$ cat src/rtl/divisor_if.sv
`default_nettype none
// ============================================================================
//  Module      : divisor_if
//  Description : Start/completion handshake and operand/result bus of the
//                32-by-16 divider. The master drives the operands and St, the
//                slave (the divider) returns Idle/Done and the registered
//                results.
//  Revision    : 1.0  initial release
// ============================================================================
interface divisor_if;
  logic        St;
  logic [31:0] Dividendo;
  logic [15:0] Divisor;
  logic        Idle;
  logic        Done;
  logic [15:0] Quociente;
  logic [15:0] Resto;
  logic        Overflow;

  // Requester side: issues operations and observes completion.
  modport master (
    output St, Dividendo, Divisor,
    input  Idle, Done, Quociente, Resto, Overflow
  );

  // Divider side.
  modport slave (
    input  St, Dividendo, Divisor,
    output Idle, Done, Quociente, Resto, Overflow
  );
endinterface
`default_nettype wire

$ cat src/rtl/divisor.sv
`default_nettype none
// ============================================================================
//  Module      : divisor
//  Description : Sequential 32-by-16 restoring divider with a St/Idle/Done
//                handshake. One quotient bit per cycle; 18 cycles from accept
//                to Done for a normal division, 2 cycles when the quotient
//                cannot fit in 16 bits or the divisor is zero.
//                Optional build macro DIVISOR_SIGNED_EN selects two's
//                complement operands (magnitude division plus sign fix-up at
//                capture); without it the block is purely unsigned.
//  Revision    : 1.0  initial release
// ============================================================================
module divisor (
  input  wire logic  Clk,
  input  wire logic  Rst,
  divisor_if.slave   bus
);

  typedef enum logic [1:0] {
    S_IDLE  = 2'd0,
    S_CHECK = 2'd1,
    S_DIV   = 2'd2,
    S_DONE  = 2'd3
  } state_t;

  localparam logic [4:0] C_LAST_ITER = 5'd15;

  state_t      state_q, state_d;
  logic [32:0] acc_q,   acc_d;     // partial remainder (upper) / quotient (lower)
  logic [15:0] d_q,     d_d;       // latched divisor (magnitude in signed build)
  logic [4:0]  cnt_q,   cnt_d;     // iteration counter 0..15
  logic [15:0] quo_q,   quo_d;
  logic [15:0] rem_q,   rem_d;
  logic        ovf_q,   ovf_d;

  // Operand values loaded into ACC/D on the accept edge.
  logic [31:0] w_a_load;
  logic [15:0] w_b_load;

  // One restoring iteration computed from the current ACC.
  logic [32:0] w_t;
  logic [16:0] w_t_hi;
  logic [16:0] w_t_sub;
  logic [32:0] w_acc_step;

  // Results as they would be captured at the end of the last iteration.
  logic [15:0] w_cap_quo;
  logic [15:0] w_cap_rem;
  logic        w_cap_ovf;

`ifdef DIVISOR_SIGNED_EN
  logic        negq_q, negq_d;     // quotient must be negated
  logic        negr_q, negr_d;     // remainder takes the dividend's sign
  logic [15:0] w_q_mag;
  logic [15:0] w_r_mag;
  logic [16:0] w_q_limit;

  // Magnitudes of the incoming operands; 32'h8000_0000 and 16'h8000 map to
  // themselves, which is the correct unsigned magnitude.
  always_comb begin
    w_a_load = bus.Dividendo[31] ? (32'd0 - bus.Dividendo) : bus.Dividendo;
    w_b_load = bus.Divisor[15]   ? (16'd0 - bus.Divisor)   : bus.Divisor;
  end

  // Sign fix-up of the magnitude result and the 16-bit signed range check.
  always_comb begin
    w_q_mag   = w_acc_step[15:0];
    w_r_mag   = w_acc_step[31:16];
    w_q_limit = negq_q ? 17'h0_8000 : 17'h0_7FFF;
    w_cap_ovf = ({1'b0, w_q_mag} > w_q_limit);
    if (w_cap_ovf) begin
      w_cap_quo = 16'hFFFF;
      w_cap_rem = 16'h0000;
    end else begin
      w_cap_quo = negq_q ? (16'd0 - w_q_mag) : w_q_mag;
      w_cap_rem = negr_q ? (16'd0 - w_r_mag) : w_r_mag;
    end
  end
`else
  // Unsigned build: operands are used as-is and the final ACC is the result.
  always_comb begin
    w_a_load  = bus.Dividendo;
    w_b_load  = bus.Divisor;
    w_cap_quo = w_acc_step[15:0];
    w_cap_rem = w_acc_step[31:16];
    w_cap_ovf = 1'b0;
  end
`endif

  // Shift ACC left, trial-subtract D from the top 17 bits, keep on success.
  always_comb begin
    w_t     = acc_q << 1;
    w_t_hi  = w_t[32:16];
    w_t_sub = w_t_hi - {1'b0, d_q};
    if (w_t_hi >= {1'b0, d_q}) begin
      w_acc_step = {w_t_sub, w_t[15:1], 1'b1};
    end else begin
      w_acc_step = w_t;
    end
  end

  // Next-state and datapath update for the IDLE/CHECK/DIV/DONE sequence.
  always_comb begin
    state_d = state_q;
    acc_d   = acc_q;
    d_d     = d_q;
    cnt_d   = cnt_q;
    quo_d   = quo_q;
    rem_d   = rem_q;
    ovf_d   = ovf_q;
`ifdef DIVISOR_SIGNED_EN
    negq_d  = negq_q;
    negr_d  = negr_q;
`endif

    case (state_q)
      S_IDLE: begin
        if (bus.St) begin
          acc_d   = {1'b0, w_a_load};
          d_d     = w_b_load;
          cnt_d   = 5'd0;
`ifdef DIVISOR_SIGNED_EN
          negq_d  = bus.Dividendo[31] ^ bus.Divisor[15];
          negr_d  = bus.Dividendo[31];
`endif
          state_d = S_CHECK;
        end
      end

      S_CHECK: begin
        // A high half >= D means a quotient of 2^16 or more; D = 0 lands
        // here too because any value is >= 0.
        if (acc_q[31:16] >= d_q) begin
          ovf_d   = 1'b1;
          quo_d   = 16'hFFFF;
          rem_d   = 16'h0000;
          state_d = S_DONE;
        end else begin
          ovf_d   = 1'b0;
          state_d = S_DIV;
        end
      end

      S_DIV: begin
        acc_d = w_acc_step;
        cnt_d = cnt_q + 5'd1;
        if (cnt_q == C_LAST_ITER) begin
          quo_d   = w_cap_quo;
          rem_d   = w_cap_rem;
          ovf_d   = w_cap_ovf;
          state_d = S_DONE;
        end
      end

      S_DONE: begin
        state_d = S_IDLE;
      end

      default: begin
        state_d = S_IDLE;
      end
    endcase
  end

  // State and datapath registers with synchronous reset.
  always_ff @(posedge Clk) begin
    if (Rst) begin
      state_q <= S_IDLE;
      acc_q   <= 33'd0;
      d_q     <= 16'd0;
      cnt_q   <= 5'd0;
      quo_q   <= 16'd0;
      rem_q   <= 16'd0;
      ovf_q   <= 1'b0;
`ifdef DIVISOR_SIGNED_EN
      negq_q  <= 1'b0;
      negr_q  <= 1'b0;
`endif
    end else begin
      state_q <= state_d;
      acc_q   <= acc_d;
      d_q     <= d_d;
      cnt_q   <= cnt_d;
      quo_q   <= quo_d;
      rem_q   <= rem_d;
      ovf_q   <= ovf_d;
`ifdef DIVISOR_SIGNED_EN
      negq_q  <= negq_d;
      negr_q  <= negr_d;
`endif
    end
  end

  // Handshake flags decode directly from the state register.
  assign bus.Idle      = (state_q == S_IDLE);
  assign bus.Done      = (state_q == S_DONE);
  assign bus.Quociente = quo_q;
  assign bus.Resto     = rem_q;
  assign bus.Overflow  = ovf_q;

endmodule
`default_nettype wire

$ cat src/flat_wrapper.sv
// flat-port wrapper written by rule: the top's interface ports become plain ports
module divisor_flat 
  (Clk, Rst, bus_St, bus_Dividendo, bus_Divisor, bus_Idle, bus_Done, bus_Quociente, bus_Resto, bus_Overflow);
  divisor_if bus_i ();
  input  wire logic Clk;
  input  wire logic Rst;
  input wire logic [$bits(bus_i.St)-1:0] bus_St;
  input wire logic [$bits(bus_i.Dividendo)-1:0] bus_Dividendo;
  input wire logic [$bits(bus_i.Divisor)-1:0] bus_Divisor;
  output wire logic [$bits(bus_i.Idle)-1:0] bus_Idle;
  output wire logic [$bits(bus_i.Done)-1:0] bus_Done;
  output wire logic [$bits(bus_i.Quociente)-1:0] bus_Quociente;
  output wire logic [$bits(bus_i.Resto)-1:0] bus_Resto;
  output wire logic [$bits(bus_i.Overflow)-1:0] bus_Overflow;
  assign bus_i.St = bus_St;
  assign bus_i.Dividendo = bus_Dividendo;
  assign bus_i.Divisor = bus_Divisor;
  assign bus_Idle = bus_i.Idle;
  assign bus_Done = bus_i.Done;
  assign bus_Quociente = bus_i.Quociente;
  assign bus_Resto = bus_i.Resto;
  assign bus_Overflow = bus_i.Overflow;
  divisor u_core (.Clk(Clk), .Rst(Rst), .bus(bus_i));
endmodule
$ cat config.mk
export PLATFORM = sky130hd
export DESIGN_NAME = divisor_flat
export DESIGN_NICKNAME = d
export VERILOG_FILES = /design/src/rtl/divisor_if.sv /design/src/rtl/divisor.sv /design/src/flat_wrapper.sv
export SDC_FILE = /design/constraint.sdc
export NUM_CORES = 1
export LEC_CHECK = 0
export ABC_AREA = 1
export CAP_MARGIN = 20
export CORE_AREA = 2 2 75 148
export DETAILED_ROUTE_END_ITERATION = 12
export DIE_AREA = 0 0 77 150
export GPL_TIMING_DRIVEN = 0
export PLACE_DENSITY = 0.85
export SLEW_MARGIN = 20
export SYNTH_ARGS = -nofsm -noshare
export SYNTH_HDL_FRONTEND = slang
export SYNTH_SLANG_ARGS = --single-unit
$ cat constraint.sdc
create_clock -name Clk -period 2.3 [get_ports Clk]
set_clock_uncertainty 0.1 [all_clocks]
set_input_delay 0.345 -clock Clk [delete_from_list [all_inputs] [get_ports Clk]]
set_output_delay 0.345 -clock Clk [all_outputs]
set_load 0.01 [all_outputs]
==> key figures <==
CTS
  – Clk pin slew, worst setup/hold paths: 0.06 ns
  – Clock Latency Late Sink: 0.35 ns
  – Sink Count: 88
  – Cts bufs inserted: 9
  – CTS Buffer Depth: 2
  – CTS Hold Bufs: 0
  – Clock Tree Root: clkbuf_16
  – TritonCTS clock tree: built
  – H-tree depth: 3

Die
  – Die Span X: 77 um
  – Row cnt: 53
  – Starting Density: 53.34%
  – Core Footprint: 0.01048 sq mm
  – Die area: 0.01155 sq mm
  – Number of I/O pins: 86
  – Die height: 150 um

Route
  – Wire per inst: 15.51 um
  – Vias per inst: 5.401
  – Via count: 5925
  – Routed Antenna Nets: 0
  – First drt pass iteration count: 5
  – 1st-iter DRT viols: 304
  – Final WL: 17010 um
  – # DRC: 0

Outcome
  – Failing checks: negative setup slack
  – Outcome: complete, but fails checks

Setup path
  – CP arrival: 2.47 ns
  – Max FO, Critical Path: 10
  – Most used cell along the critical path: inv_1
  – Crit path kind: reg2reg
  – WP data required: 2.44 ns
  – CP Launch Type: register
  – Slowest CP cell: dfxtp_1
  – Worst setup EP type: register
  – R2R Setup Slk: -0.03 ns
  – Slowest cell delay on critical path: 0.35 ns
  – CP Cell Sequence: inv_1 -> ha_1 -> buf_2 -> inv_2 -> o21ai_4 -> inv_1 -> buf_2 -> a21oi_1 -> nand3_1 -> nand2_1 -> inv_1

Timing
  – Period utilization: 101.3%
  – RSZ-0062 raised after global routing: yes
  – Crit path time final: 2.331 ns
  – Slew Limit Fails: 0
  – Final setup violation count: 1
  – Hold Fails Final Rpt: 0
  – Slew @ Worst Pin: 0.6062 ns
  – WHS: 0.3766 ns
  – Setup TNS: -0.03086 ns
  – Rel. slew slack: 59.59%
  – Max Fclk: 429.0 MHz
  – Setup ws final: -0.03086 ns

Place
  – Cell Area, Placed: 0.006611 sq mm
  – Post-DP HPWL: 12930 um
  – RePlAce Congestion: 0.9102
  – # port buffers: 85

Flow run
  – Number of max-cap violations: 0

Synthesis
  – Mapped cell area: 0.005589 sq mm
  – Number of register bits inferred by synthesis: 88
  – Synth cell types: 38
  – Sequential share of the synthesized area: 31.52%
  – Cells after Synth: 852
  – Avg Inst Size Synth: 6.560 sq um
  – Post-synth net total: 942
  – Synth warnings: 0

Global route
  – Tot GR Track Use: 29.13%
  – Initial antenna violation count: 0
  – Pin count of the biggest net entering global routing: 15
  – Number of global-route vias before repair: 5838
  – First-pass GRT wire length: 26570 um
  – Grt ovf: 0

Worst hold path
  – HP Class: reg2reg

Pwr
  – Max IR drop VDD: 0.8282 mV
  – Pwr per Cell Area: 1671 mW/mm^2
  – Leakage: 3.462 nW

Cells and area
  – ANT cells: 0
  – Post-layout net count: 1045
  – Design area: 0.007154 sq mm
  – Fill count: 904
  – P&R area growth vs syn: 28.01%
  – Layout cells sized above 1: 10.21%
==> cell usage in the layout (no fill, tap or decap), types with 2 or more instances in the layout <==
master and instances:
dfxtp_1 82, clkbuf_1 21, buf_2 6, ha_2 4, a211oi_1 16, and2_1 3
buf_4 8, nor2_2 6, nand2_2 5, clkinv_4 2, nor2_4 2, clkbuf_2 3
dfxtp_2 6, nor3_1 4, inv_2 3, or2_2 2, inv_1 137, a21oi_1 53
a21o_1 2, nand4_1 22, buf_1 2, nand3_1 36, nor2_1 116, ha_4 5
ha_1 29, xor2_1 5, nand2_1 178, buf_6 5, bufinv_16 2, clkdlybuf4s50_1 85
nand3_2 17, clkbuf_16 9, o21ai_0 66, xnor2_1 2
==> what timing repair did <==
action                                  CTS  global route
gates cloned                              0             1
endpoints found under the setup margin   36            53
pin swaps                                 0             4
gates resized for setup                  11            43
buffers inserted                          0             6
==> per-stage QoR <==
stage                     power (mW)  setup WS, ns  std cells  utilization (%)
final                          11.95      -0.03086       1097            68.28
after detailed placement       9.629       -0.2565       1074            63.10
after CTS                      11.35       0.01593       1090            66.40
after global routing           12.84       -0.1311       1097            68.28
after floorplan                7.660        0.3498        852                -
after global placement         9.440       -0.2090       1074            63.10
==> Yosys cell counts, drive strengths merged <==
library cell / n / share of area, %
buf: 13 / 1.6
nand2: 185 / 13
a21o: 2 / 0.27
inv: 141 / 9.5
and2b: 1 / 0.13
fa: 1 / 0.36
ha: 38 / 8.5
or2: 2 / 0.22
a21oi: 54 / 4.8
nand3: 54 / 6.2
and2: 3 / 0.34
o21bai: 1 / 0.13
nand4: 23 / 2.7
xor2: 5 / 0.78
a211oi: 16 / 2.1
xnor2: 2 / 0.31
nor2: 125 / 9.1
dfxtp: 88 / 32
o21ai: 68 / 6.2
clkbuf: 24 / 1.6
nor3: 5 / 0.65
nor4: 1 / 0.11
==> registers in the layout, indices dropped and copies added, names as in the netlist <==
name	count
u_core.cnt_q	5
u_core.bus.Quociente	16
u_core.acc_q	32
u_core.bus.Resto	16
u_core.state_q	2
u_core.d_q	16
u_core.bus.Overflow	1
==> critical path, delay by kind of cell, from the launching register on <==
kind,cells,cell delay [ns]
adders and majority gates,1,0.14
buffers and inverters,6,0.91
AOI/OAI and AO/OA,2,0.50
DFF,1,0.35
and+or+nand+nor,2,0.23
==> per-layer routing <==
metal | vias up | GRT usage (%) | share of wire [%]
met5 | - | 0 | 0
met4 | 0 | 22.77 | 7.5
met3 | 71 | 4.041 | 4.8
met2 | 247 | 56.23 | 54
met1 | 2702 | 26.63 | 34
li1 | 2905 | - | -
==> cells by family after synthesis <==
logic type / count (synthesis) / synth area share [%]
AO/OA/AOI/OAI: 141 / 13.54
XOR/XNOR: 7 / 1.097
adder cells (fa/ha/maj): 39 / 8.865
buffers and inverters: 178 / 12.67
flip-flops: 88 / 31.52
AND/OR/NAND/NOR: 399 / 32.30
==> report_power, final <==
| group | internal, mW | switching (mW) | leakage, nW |
|---|---|---|---|
| Clock | 0.987 | 0.635 | 0.157 |
| Sequential | 2.08 | 0.439 | 0.729 |
| Combinational | 2.98 | 4.83 | 2.58 |
| Total | 6.05 | 5.91 | 3.46 |
==> area by class of cell <==
| cell class | instances | area [sq um] | share of cell area [%] |
|---|---|---|---|
| Sequential cell | 88 | 1769 | 24.73 |
| Inverter | 141 | 531.8 | 7.433 |
| Timing Repair Buffer | 92 | 900.9 | 12.59 |
| Clock buffer | 12 | 246.5 | 3.445 |
| Tap cell | 137 | 171.4 | 2.396 |
| Buffer | 37 | 210.2 | 2.938 |
| Clock inverter | 4 | 77.57 | 1.084 |
| Multi-Input combinational cell | 586 | 3247 | 45.38 |
==> path summary, 6_finish.rpt <==
| path | start | end | depth (start not counted) |
|---|---|---|---|
| worst max-delay path | u_core.state_q[0] | u_core.acc_q[21] | 11 |
| worst max register to register | u_core.state_q[0] | u_core.acc_q[21] | 11 |
| worst min-delay path | u_core.cnt_q[4] | u_core.cnt_q[4] | 2 |
| worst min register to register | u_core.cnt_q[4] | u_core.cnt_q[4] | 2 |
No activity file was read; power rests on OpenSTA's default activity.
==> RTL change 1, RTL diff (same flow settings) <==
Re-encode `state_t` (4 states) as one-hot, 4 bits wide.
--- a/src/rtl/divisor.sv
+++ b/src/rtl/divisor.sv
@@ -18,7 +18,7 @@
 
-  typedef enum logic [1:0] {
-    S_IDLE  = 2'd0,
-    S_CHECK = 2'd1,
-    S_DIV   = 2'd2,
-    S_DONE  = 2'd3
+  typedef enum logic [3:0] {
+    S_IDLE  = 4'b0001,
+    S_CHECK = 4'b0010,
+    S_DIV   = 4'b0100,
+    S_DONE  = 4'b1000
   } state_t;
Formal check against the unedited RTL: no difference found for any inputs over 10 cycles, from zero or initial values and one cycle with Rst high; not proved beyond that.
==> RTL change 1 against the unedited design <==
- final area grew 2.2%
- global-route usage grew 1.8 points
- routed wire length up 11%
- maximum frequency increased by 1.9%
- area after synthesis decreased by 3.6%
- sequential cell count grew 2
- worst setup slack improved by 0.043 ns
- die area unchanged
- utilization increased by 1.5 points
- critical path type unchanged
Power is not compared: it rests on default switching activity, and its combinational part moved more than twofold at a synthesized area within 25%.
==> RTL change 1: results (changes against the unedited design) <==
| Metric | Value |
|---|---|
| Clkbuf count | 10 (-2) |
| DP Cell Count | 1,048 (-2.4%) |
| DR iter-0 viols | 510 (+68%) |
| Most area-consuming cells after synthesis | dfxtp_1, nand2_1, inv_1, ha_1, nand3_1 |
| Xor/xnor share of the synthesized area | 1.14% (+0.041 points) |
| Synth Area in Compound Gates | 13.9% (+0.39 points) |
| Synthesized Nets | 913 (-3.1%) |
| Non-CTS buffers | 139 (+7.8%) |
| Hpwl dp | 13,500 um (+4.1%) |
| WL met1 | 6040 um (+5.5%) |
| Filler instances | 865 (-4.3%) |
| Worst R2R Start | u_core.acc_q[30]$_SDFFE_PP0P_ |
| Multi-input combinational area share | 46.0% (+0.63 points) |
| Cells on worst reg2reg path | 10 (-1) |
| Vias in the first global route | 6,013 (+3.0%) |
| Endpoint of the worst hold path | u_core.bus.Quociente[2]$_SDFFE_PP0P_ |
| Cells after Synth | 827 (-2.9%) |
| Worst slew margin | 54.7% (-4.9 points) |
| Number of library cell types mapped by synthesis | 32 (-16%) |
| Asr flop ratio synth | 0% (unchanged) |
| Met3 Use GR | 4.16% (+0.12 points) |
| Sequential fraction of the synthesis area | 33.4% (+1.9 points) |
| HP Start | u_core.bus.Quociente[2]$_SDFFE_PP0P_ |
| Fin Hold WS | 0.361 ns (-0.0155 ns) |
| List of most frequent post-synthesis cells | nand2_1, inv_1, dfxtp_1 |
| Total track usage | 30.9% (+1.8 points) |
| Dpl cell area | 6400 um^2 (-3.2%) |
| GP Congestion | 0.933 (+2.5%) |
| Yosys reg bits | 90 (+2.3%) |
| Comb_multi_in | 574 (-2.0%) |
| Count of non-CTS inverters in the layout | 125 (-11%) |
| WL final | 18,800 um (+11%) |
| Critical R2R Capture | u_core.bus.Quociente[14]$_SDFFE_PP0P_ |
| Adder-cell share of the synthesized area | 8.27% (-0.60 points) |
| Port Buffer Count | 84 (-1.2%) |
| Reg-to-reg slack, setup | 0.01 ns (+0.04 ns) |
| Met3 wire length | 1030 um (+26%) |
| Status | completed |
| Worst path top cell family by delay | compound AO/OA/AOI/OAI gates |
| Layout cells sized above 1 | 16.4% (+6.2 points) |
| Met2 WL | 10,400 um (+13%) |
| Drt pass-1 iters | 7 (+2) |
| Met2 global-route usage | 61.2% (+5.0 points) |
| CP peak stage delay | 0.43 ns (+0.08 ns) |
| Final cell count without fillers | 1,081 (-1.5%) |
| Area delta synth->final | 35.7% |
| First-pass GRT wire length | 27,700 um (+4.2%) |
| Largest net degree at the start of global routing | 17 (+2) |
| Via count | 6,118 (+3.3%) |
| Clock network area share | 4.23% (-0.30 points) |
## RTL change 1: metrics by stage
stage | setup slack [ns] | util (%) | total power (uW) | TNS (ns)
2_1_floorplan | 0.223 | - | 2970 | 0
5_1_grt | -0.133 | 69.8 | 5800 | -1.89
4_1_cts | 0.00191 | 65.9 | 5140 | 0
3_5_place_dp | -0.635 | 61.1 | 3500 | -16.86
3_3_place_gp | -0.500 | 61.1 | 3460 | -13.19
6_report | 0.0124 | 69.8 | 5530 | 0
## RTL change 1: what timing repair did
item | CTS | global route
endpoints found under the hold margin | 0 | 0
gates resized for setup | 24 | 93
setup buffers | 11 | 6
setup endpoints to repair | 47 | 63
gates cloned | 0 | 1
pin swaps | 7 | 12
## RTL change 1: logic make-up (layout without fill, tap and decap cells)
kind of cell / count (synthesis) / in the layout
simple gates: 392 / 392
buf+inv: 163 / 280
compound gates: 140 / 140
flops: 90 / 90
fa+ha+maj: 35 / 35
xor+xnor: 7 / 7
==> RTL change 2, RTL diff (same settings) <==
Without the edit above. Make the reset (`Rst`) asynchronous in one clocked block. Comments in the files are not updated.
--- a/src/rtl/divisor.sv
+++ b/src/rtl/divisor.sv
@@ -165,3 +165,3 @@
   // State and datapath registers with synchronous reset.
-  always_ff @(posedge Clk) begin
+  always_ff @(posedge Clk or posedge Rst) begin
     if (Rst) begin
Check against the original RTL: differs if Rst is asserted again (counterexample within 4 cycles, from zero or initial values and one cycle with Rst high); with Rst held inactive, the same outputs for 10 cycles.
==> RTL change 2 against the unedited design <==
- area after synthesis decreased by 0.96%
- hold slack worse by 0.15 ns
- routed wire length down 6.9%
- critical endpoint is now u_core.bus.Quociente[7]$_DFFE_PP0P_
- final area is 1.6% higher
- largest power group unchanged
- worst setup slack gained 0.033 ns
- sequential cell count unchanged
- cell count down 9.9%
- total power rose by 0.62%
==> RTL change 2: results (changes against the unedited design) <==
| Metric | Value |
|---|---|
| Status | completed |
| Sw power | 5930 uW (+0.37%) |
| WL met1 | 5430 um (-5.2%) |
| Nets@finish | 936 (-10%) |
| DR iter-0 viols | 309 (+1.6%) |
| GP Congestion | 0.961 (+5.6%) |
| Wire per inst | 16.0 um (+3.4%) |
| DP Cell Count | 953 (-11%) |
| Sequential fraction of the synthesis area | 39.8% (+8.3 points) |
| Worst min-delay path category | in -> async |
| Xor/xnor share of the synthesized area | 1.27% (+0.17 points) |
| Cells after Synth | 728 (-15%) |
| Met3 wire length | 709 um (-13%) |
| Met2 WL | 8610 um (-6.2%) |
| Power in the clock group | 1380 uW (-15%) |
| Vias in the first global route | 5,307 (-9.1%) |
| Largest net degree at the start of global routing | 33 (+18) |
| Static Leak | 0.00364 uW (+5.0%) |
| Total track usage | 28.1% (-1.0 points) |
| Pwr per Cell Area | 1660 nW/um^2 (-0.92%) |
| Met3 Use GR | 5.13% (+1.1 points) |
| Cells on worst reg2reg path | 10 (-1) |
| Final worst slack | 0.00212 ns (+0.0330 ns) |
| VDD IR-drop max | 1.28 mV (+54%) |
| Dpl cell area | 6630 um^2 (+0.26%) |
| Most area-consuming cells after synthesis | dfrtp_1, nand2_1, ha_1, inv_1, nor2_1 |
| Adder-cell share of the synthesized area | 8.95% (+0.086 points) |
| Vias/cell | 5.34 (-1.1%) |
| Synth Area in Compound Gates | 9.72% (-3.8 points) |
| Logic pwr share | 65.5% (+0.2 points) |
| Number of library cell types mapped by synthesis | 39 (+2.6%) |
==> RTL change 2: cell types whose count changed after synthesis, moves of 16 or more <==
cell,delta
a211oi_1,-16
nor2_1,-53
nand2_1,+43
inv_1,-58
dfxtp_1,-88
o21ai_0,-44
dfrtp_1,+88
==> RTL change 2: layout make-up <==
type | instances | area (um^2)
buffer | 26 | 171
clock buffer | 10 | 229
clock inverter | 6 | 42.5
fill | 834 | 3210
inverter | 86 | 332
multi-input combinational | 528 | 3050
sequential | 88 | 2210
tap | 137 | 171
timing repair buffer | 107 | 1060
==> RTL change 2: repair_timing <==
| item | CTS | global route |
|---|---|---|
| buffers inserted | 6 | 13 |
| cloned | 0 | 0 |
| gates resized for setup | 15 | 55 |
| pin swaps | 3 | 10 |
| endpoints found under the setup margin | 36 | 50 |
